<file path="config.mk">
export PLATFORM = sky130hd
export DESIGN_NAME = rr_locking_arbiter
export DESIGN_NICKNAME = d
export VERILOG_FILES = /design/src/rtl/rr_locking_arbiter.sv
export SDC_FILE = /design/constraint.sdc
export NUM_CORES = 1
export LEC_CHECK = 0
export ABC_AREA = 1
export BUFFER_PORTS_ARGS = -buffer_cell sky130_fd_sc_hd__buf_2
export CORE_MARGIN = 1
export CORE_UTILIZATION = 42
export CTS_BUF_LIST = sky130_fd_sc_hd__clkbuf_16
export CTS_CLUSTER_DIAMETER = 100
export DETAILED_ROUTE_END_ITERATION = 8
export GPL_TIMING_DRIVEN = 0
export PLACE_DENSITY = 0.88
export SLEW_MARGIN = 10
export SYNTH_ARGS = -nofsm -noshare
export SYNTH_HDL_FRONTEND = slang
export SYNTH_SLANG_ARGS = --single-unit
</file>
<file path="constraint.sdc">
create_clock -name clk -period 2 [get_ports clk]
set_input_delay 0.3 -clock clk [delete_from_list [all_inputs] [get_ports clk]]
set_output_delay 0.3 -clock clk [all_outputs]
set_load 0.05 [all_outputs]
</file>
<file path="src/rtl/rr_locking_arbiter.sv">
// N-channel ready/valid arbiter: round-robin selection. A winner that asks for a lock
// keeps the grant for COUNT consecutive transfers.
module rr_locking_arbiter #(
  parameter int N     = 4,
  parameter int W     = 8,
  parameter int COUNT = 4,
  parameter int CW    = (N > 1) ? $clog2(N) : 1
) (
  input  logic           clk,
  input  logic           reset,
  input  logic [N-1:0]   io_in_valid,
  input  logic [N-1:0]   io_in_lock,
  input  logic [N*W-1:0] io_in_bits,
  output logic [N-1:0]   io_in_ready,
  input  logic           io_out_ready,
  output logic           io_out_valid,
  output logic [W-1:0]   io_out_bits,
  output logic [CW-1:0]  io_chosen,
  output logic           io_locked,
  output logic           io_fire
);

  localparam int BW = $clog2(COUNT) + 1;
  localparam logic [CW-1:0] LAST_IDX   = CW'(N - 1);
  localparam logic [BW-1:0] FINAL_BEAT = BW'(COUNT - 1);

  logic [CW-1:0] last_grant_q, last_grant_d;
  logic          locked_q, locked_d;
  logic [CW-1:0] lock_idx_q, lock_idx_d;
  logic [BW-1:0] beat_cnt_q, beat_cnt_d;

  logic [CW-1:0] chosen;
  logic [CW-1:0] pick_hi, pick_lo;
  logic          found_hi, found_lo;
  logic          fire;

  // Descending scan: the last hit is the lowest index, either above last_grant or overall.
  always_comb begin
    found_hi = 1'b0;
    found_lo = 1'b0;
    pick_hi  = '0;
    pick_lo  = '0;
    for (int i = N - 1; i >= 0; i--) begin
      if (io_in_valid[i]) begin
        pick_lo  = CW'(i);
        found_lo = 1'b1;
        if (CW'(i) > last_grant_q) begin
          pick_hi  = CW'(i);
          found_hi = 1'b1;
        end
      end
    end
  end

  always_comb begin
    if (locked_q)      chosen = lock_idx_q;
    else if (found_hi) chosen = pick_hi;
    else if (found_lo) chosen = pick_lo;
    else               chosen = last_grant_q;
  end

  // Handshake: a beat transfers on a cycle where io_out_valid and io_out_ready are both high;
  // only the chosen channel ever sees ready, so a producer's beat moves only when it is granted.
  always_comb begin
    io_out_bits = '0;
    io_in_ready = '0;
    for (int i = 0; i < N; i++) begin
      if (chosen == CW'(i)) begin
        io_out_bits    = io_in_bits[i*W +: W];
        io_in_ready[i] = io_out_ready;
      end
    end
  end

  assign io_out_valid = io_in_valid[chosen];
  assign fire         = io_out_valid & io_out_ready;
  assign io_fire      = fire;
  assign io_chosen    = chosen;
  assign io_locked    = locked_q;

  always_comb begin
    last_grant_d = last_grant_q;
    locked_d     = locked_q;
    lock_idx_d   = lock_idx_q;
    beat_cnt_d   = beat_cnt_q;
    if (fire) begin
      if (locked_q) begin
        if (beat_cnt_q == FINAL_BEAT) begin
          locked_d   = 1'b0;
          beat_cnt_d = '0;
        end else begin
          beat_cnt_d = beat_cnt_q + BW'(1);
        end
      end else begin
        last_grant_d = chosen;
        // The first beat of a burst counts as beat 1.
        if (io_in_lock[chosen] && (COUNT > 1)) begin
          locked_d   = 1'b1;
          lock_idx_d = chosen;
          beat_cnt_d = BW'(1);
        end
      end
    end
  end

  always_ff @(posedge clk) begin
    if (reset) begin
      last_grant_q <= LAST_IDX;
      locked_q     <= 1'b0;
      lock_idx_q   <= '0;
      beat_cnt_q   <= '0;
    end else begin
      last_grant_q <= last_grant_d;
      locked_q     <= locked_d;
      lock_idx_q   <= lock_idx_d;
      beat_cnt_q   <= beat_cnt_d;
    end
  end

endmodule

</file>
==> flow_summary.toml, run 1 <==
[run_status]
outcome = "finished, violations left"
violations = "setup timing"

[critical_path]
r2r_end = "beat_cnt_q[1]$_SDFFE_PP0P_"
critPathMaxFanout = 9
end_kind = "output pin"
crit_arrival_ps = 1970
rr_startpoint = "last_grant_q[1]$_SDFFE_PP1P_"
worst_setup_path_start_kind = "flop"
r2r_cells = 17
crit_type = "flop to output pin"
crit_required_ps = 1700
r2r_slack_ps = -70

[detailed_routing]
drc = 0
wirelength_um = 4203
firstDrtPassIters = 4
drt_iter0_drc = 63
routed_via_density = 5.772
wl_per_cell_um = 16.55
vias = 1466
postRouteAntennaNets = 0

[job]
maxCapViolCount = 0

[floorplanning]
core_region_area_mm2 = 0.002002
initial_core_util = 0.4525
die_area_mm2 = 0.002346
io_pins = 60
fp.dieW_um = 48.44
rows = 16
die_h_um = 48.44

[sta]
fin_crit_ps = 2273
maxSlewHeadroom = 0.7941
rsz0062_at_grt = "yes"
max_freq_mhz = 439.9
tightest_slew_ps = 308.6
fin_crit_sh = 1.137
setup_ws_ps = -273.4
finalHoldViolCount = 0
fin_skew_ps = 3.338
setup_viol = 18
slew_violations = 0

[global_route]
grt_max_degree = 10
antenna_found_initial = 0
grt_pass1_vias = 1200
gr-usage-met2 = 0.4859
use_met1 = 0.2645
grtUsageMet3 = 0.06918
grt_util_all_layers = 0.2619
grt_overflow_total = 0
grt_pass1_wl_um = 4892
grt_busiest_layer = "met2"

[logic_synthesis]
ys_ff_latch = 8
synth_nets = 191
yosys_warnings = 0
syn_avg_cell_area_um2 = 6.162
ys_seq_area_frac = 0.1768
syn_area_um2 = 905.9
synth_cell_types = 24
syn_inst = 147

[cts]
cts_num_sinks = 8
cts_tree = "done"
h-tree-depth = 1
root_buffer = "clkbuf_16"
ctsHoldBuffers = 0
clk_latency_ps = 240
cts_buffers = 3
clkTransAtPathRegs_ps = 40
cts_buffer_depth = 2

[worst_hold_path]
holdPathStages = 2
hp-start = "reset"
hold_path.class = "primary input to flop"
min_to = "io_locked$_SDFFE_PP0P_"

[cells_and_area]
layout_common_cells = "nand2_1 (49), buf_2 (45), nand2_4 (14), buf_4 (13), buf_6 (12)"
drive_gt1_frac = 0.5771
area_growth_pct = 87.16
final_cell_area_mm2 = 0.001695
antenna_cells = 0
finalNetCount = 272
final_common_cell = "nand2_1"
nFillCells = 102
post-route-util = 0.8469

[placement]
dp_hpwl_um = 1887
placed_cell_area_mm2 = 0.001272
gp_congestion = 0.7675
port_buffers = 59

[pwr]
pwr-share-comb = 0.801
switching_share = 0.5616
clockPowerShare = 0.114
p_int_uw = 1334
p_sw_uw = 1709
power.density_mw_per_mm2 = 1794
p_leak_uw = 0.0009028
power.share.sequential = 0.085
peakVddDrop_mv = 1.488
power by group through the flow:
stage / sequential, µW / clock (µW) / combinational [µW]
floorplan: 249 / 0 / 1370
global placement: 239 / 0 / 1680
detailed placement: 240 / 0 / 1700
CTS: 247 / 349 / 2100
global route: 264 / 367 / 2550
finish: 257 / 347 / 2440
worst max path at each step:
stage	from	end	slack, ps	cells past startpoint
final	last_grant_q[1]$_SDFFE_PP1P_	io_out_bits[4]	-270	13
after CTS	last_grant_q[0]$_SDFFE_PP1P_	io_out_bits[3]	-80	9
after floorplan	io_locked$_SDFFE_PP0P_	io_in_ready[1]	5	5
after global placement	io_in_valid[1]	io_fire	-20	14
after detailed placement	io_in_valid[1]	io_fire	-20	14
after global routing	last_grant_q[1]$_SDFFE_PP1P_	io_out_bits[7]	-360	12
critical path, cell delays in order, from the launching register on:
cell     delay, ps
dfxtp_4        380
inv_2           70
nand2_2         80
nand2_4         70
nor2_4         100
nand2_2         80
nand2_4        110
nand2_8         80
buf_12         140
nand2_4         90
inv_6           60
nand2_1        110
nand4_1        160
buf_6          190
sequential cells by signal (all words and copies together), names as in the netlist:
register and cells:
lock_idx_q 2, last_grant_q 2, beat_cnt_q 3, io_locked 1
routing by layer:
layer | up-vias | routed length [µm] | share of wire
li1 | 635 | - | -
met1 | 653 | 1450 | 0.34
met2 | 138 | 2011 | 0.48
met3 | 40 | 436 | 0.10
met4 | 0 | 304 | 0.072
met5 | - | 0 | 0
cell type report:
class                           count  area, µm²  share of cell area
Multi-Input combinational cell    125      830.8              0.4900
Timing Repair Buffer               74      508.0              0.2996
Sequential cell                     8      168.9             0.09963
Clock buffer                        3      75.07             0.04428
Inverter                           16      75.07             0.04428
Tap cell                           27      33.78             0.01993
Clock inverter                      1      3.754            0.002214
synth_stat cells:
| cell type | number | share of area |
|---|---|---|
| nor2_2 | 2 | 0.014 |
| nand3_1 | 5 | 0.028 |
| inv_4 | 2 | 0.014 |
| nand4_1 | 8 | 0.055 |
| a31oi_1 | 1 | 0.0069 |
| nand2_4 | 8 | 0.099 |
| inv_1 | 10 | 0.041 |
| o21ai_1 | 2 | 0.011 |
| o21bai_2 | 1 | 0.012 |
| inv_2 | 4 | 0.017 |
| nor2_1 | 13 | 0.054 |
| nand2_1 | 57 | 0.24 |
| o21ai_2 | 1 | 0.0097 |
| dfxtp_1 | 8 | 0.18 |
| a21oi_2 | 1 | 0.0097 |
| a21oi_1 | 4 | 0.022 |
| nor2_4 | 3 | 0.037 |
| nor2_8 | 2 | 0.044 |
| nand3_2 | 1 | 0.011 |
| nor3_1 | 3 | 0.017 |
| o211ai_1 | 2 | 0.017 |
| nand2_2 | 7 | 0.048 |
| o21ai_0 | 1 | 0.0055 |
| ha_1 | 1 | 0.014 |
metrics by stage:
stage	TNS (ps)	setup slack [ps]	cells	power [µW]	hold WS (ps)
floorplan	0	4.669	147	1620	359.4
global placement	-28.20	-23.22	233	1915	465.4
detailed placement	-82.17	-23.79	233	1936	476.0
CTS	-542.3	-80.26	248	2693	232.5
global route	-3663	-364.1	254	3176	243.0
finish	-2485	-273.4	254	3042	232.2
logic make-up after synthesis:
family | share of synthesized area
AOI/OAI and AO/OA | 0.09392
and+or+nand+nor | 0.6436
buffers and inverters | 0.07182
DFF | 0.1768
adders and majority gates | 0.01381
repair_timing:
| action | CTS | global route |
|---|---|---|
| setup buffers | 9 | 6 |
| resized for setup | 40 | 23 |
| endpoints found under the setup margin | 10 | 20 |
| pin swaps | 19 | 19 |
| gates cloned | 2 | 0 |
Note: power is estimated with default switching activity, not from simulation.
==> inputs of run 2 (changes only) <==
--- a/config.mk
+++ b/config.mk
@@ -14,6 +14,7 @@
 export DETAILED_ROUTE_END_ITERATION = 8
 export GPL_TIMING_DRIVEN = 0
 export PLACE_DENSITY = 0.88
+export REMOVE_ABC_BUFFERS = 1
 export SLEW_MARGIN = 10
 export SYNTH_ARGS = -nofsm -noshare
 export SYNTH_HDL_FRONTEND = slang
==> run 2 against run 1 <==
Compared with the run above: the run still ends with setup timing left; sequential share of layout area down 0.46 points; clock power about the same; total power up 2.9%; non-clock buffer count up 7; sequential cell count unchanged; sequential power down 2%; highest routed layer unchanged.
==> flow_summary.toml, run 2 (synthesized netlist as in run 1, its figures left out) <==
[detailed_routing]
wl_per_cell_um = 14.69
postRouteAntennaNets = 0
wirelength_um = 3806
drc = 0
vias = 1378
drt_iter0_drc = 35
routed_via_density = 5.320
firstDrtPassIters = 4

[floorplanning]
io_pins = 60
fp.dieW_um = 48.44
initial_core_util = 0.4525
core_region_area_mm2 = 0.002002
die_h_um = 48.44
rows = 16
die_area_mm2 = 0.002346

[cts]
h-tree-depth = 1
cts_num_sinks = 8
clk_latency_ps = 240
root_buffer = "clkbuf_16"
cts_tree = "done"
cts_buffer_depth = 2
cts_buffers = 3
clkTransAtPathRegs_ps = 40

[cells_and_area]
antenna_cells = 0
layoutNonFillerInstCount = 259
final_common_cell = "buf_2"
reg_top3 = "beat_cnt_q: 3 flops, last_grant_q: 2 flops, lock_idx_q: 2 flops"
layout_common_cells = "buf_2 (45), nand2_1 (42), buf_6 (19), nand2_2 (16), buf_4 (14)"
finalNetCount = 278
post-route-util = 0.8875
drive_gt1_frac = 0.6293
nFillCells = 97
area_growth_pct = 96.13
largest_register_ffs = 3
regMostFlops = "beat_cnt_q"

[critical_path]
worst_setup_path_start_kind = "flop"
r2r_slack_ps = -80
crit_required_ps = 1700
critPathMaxFanout = 5
slowest_stage = "dfxtp_4"
end_kind = "output pin"
cp_slowest_stage_delay_ps = 370
rr_startpoint = "last_grant_q[1]$_SDFFE_PP1P_"
crit_arrival_ps = 1850
cp.depth = 14
crit_family = "simple AND/OR/NAND/NOR gates"
r2r_cells = 15
critPathBufInv = 4
crit_type = "flop to output pin"
crit_top_cell = "nand2_4"
path_cells = "inv_2 -> nand2_2 -> nand2_4 -> nor2_4 -> nand2_2 -> nand2_4 -> buf_6 -> nand3_1 -> nand2_1 -> nand2_1 -> nand2_4 -> nand2_4 -> inv_4 -> buf_8"
r2r_end = "beat_cnt_q[0]$_SDFFE_PP0P_"

[worst_hold_path]
min_to = "io_locked$_SDFFE_PP0P_"
hold_path.class = "primary input to flop"
hp-start = "reset"
holdPathStages = 2

[global_route]
grt_pass1_wl_um = 4961
antenna_found_initial = 0
grt_overflow_total = 0
grt_util_all_layers = 0.2709
grt_pass1_vias = 1248
grt_max_degree = 10

[sta]
max_freq_mhz = 464.3
rsz0062_at_grt = "yes"
fin_skew_ps = 3.609
finalHoldViolCount = 0
setup_viol = 18
tightest_slew_ps = 376.7
fin_crit_sh = 1.077
fin_crit_ps = 2154
maxSlewHeadroom = 0.7462
setup_ws_ps = -153.9
slew_violations = 0

[placement]
gp_congestion = 0.8725
port_buffers = 59
dp_hpwl_um = 1846
dp_cells = 233

[pwr]
power.density_mw_per_mm2 = 1762
p_leak_uw = 0.0009367
peakVddDrop_mv = 1.362

[job]
maxCapViolCount = 0

[run_status]
outcome = "finished, violations left"
violations = "setup timing"
-- run 2: changes by cell type in the layout (fill, tap and decap cells not counted), moves of 2 or more --
cell,delta
clkbuf_4,-2
nand2_1,-7
buf_6,+7
nand2_2,+8
-- run 2: layer usage --
metal  share of wire  track usage  vias up
met2            0.52       0.5211       96
met3           0.075      0.05031       15
met5               0            0        -
met1            0.38       0.2769      621
met4           0.030       0.1324        0
li1                -            -      646
-- run 2: what timing repair did --
action,CTS,global route
setup buffers,15,9
gates cloned,1,0
pin swaps,11,22
setup endpoints to repair,13,22
hold buffers,0,0
resized for setup,40,47
-- run 2: final cells by class --
type / count / area (µm²) / area share
repair buffers: 81 / 594.3 / 0.3345
clock buffers: 3 / 75.07 / 0.04225
well taps: 27 / 33.78 / 0.01901
inverters: 16 / 70.07 / 0.03944
multi-input cells: 124 / 834.6 / 0.4697
flip-flops and latches: 8 / 168.9 / 0.09507
-- run 2: stage by stage --
stage | total power (µW) | hold WS, ps | cell area, µm² | setup TNS (ps) | setup slack, ps
global route | 3267 | 266.3 | 1777 | -2699 | -219.2
global placement | 1878 | 465.7 | 1235 | -38.47 | -27.43
CTS | 2731 | 254.8 | 1553 | -599.4 | -82.59
floorplan | 1572 | 369.1 | 905.9 | -7682 | -769.8
finish | 3131 | 254.4 | 1777 | -1381 | -153.9
detailed placement | 1889 | 473.7 | 1235 | -112.3 | -49.19
-- run 2: how the worst max path moves through the flow --
stage,start,slack [ps],endpoint
2_1_floorplan,io_locked$_SDFFE_PP0P_,-770,io_in_ready[1]
3_3_place_gp,io_in_valid[1],-30,io_fire
3_5_place_dp,io_in_valid[1],-50,io_fire
4_1_cts,last_grant_q[1]$_SDFFE_PP1P_,-80,io_out_bits[2]
5_1_grt,last_grant_q[1]$_SDFFE_PP1P_,-220,io_out_bits[6]
6_report,last_grant_q[1]$_SDFFE_PP1P_,-150,io_fire
-- run 2: report_power, final --
group	total, µW	internal, µW	switching (µW)
logic	2530	968	1560
clock network	346	259	87.6
registers	252	207	45.2
total	3130	1430	1700
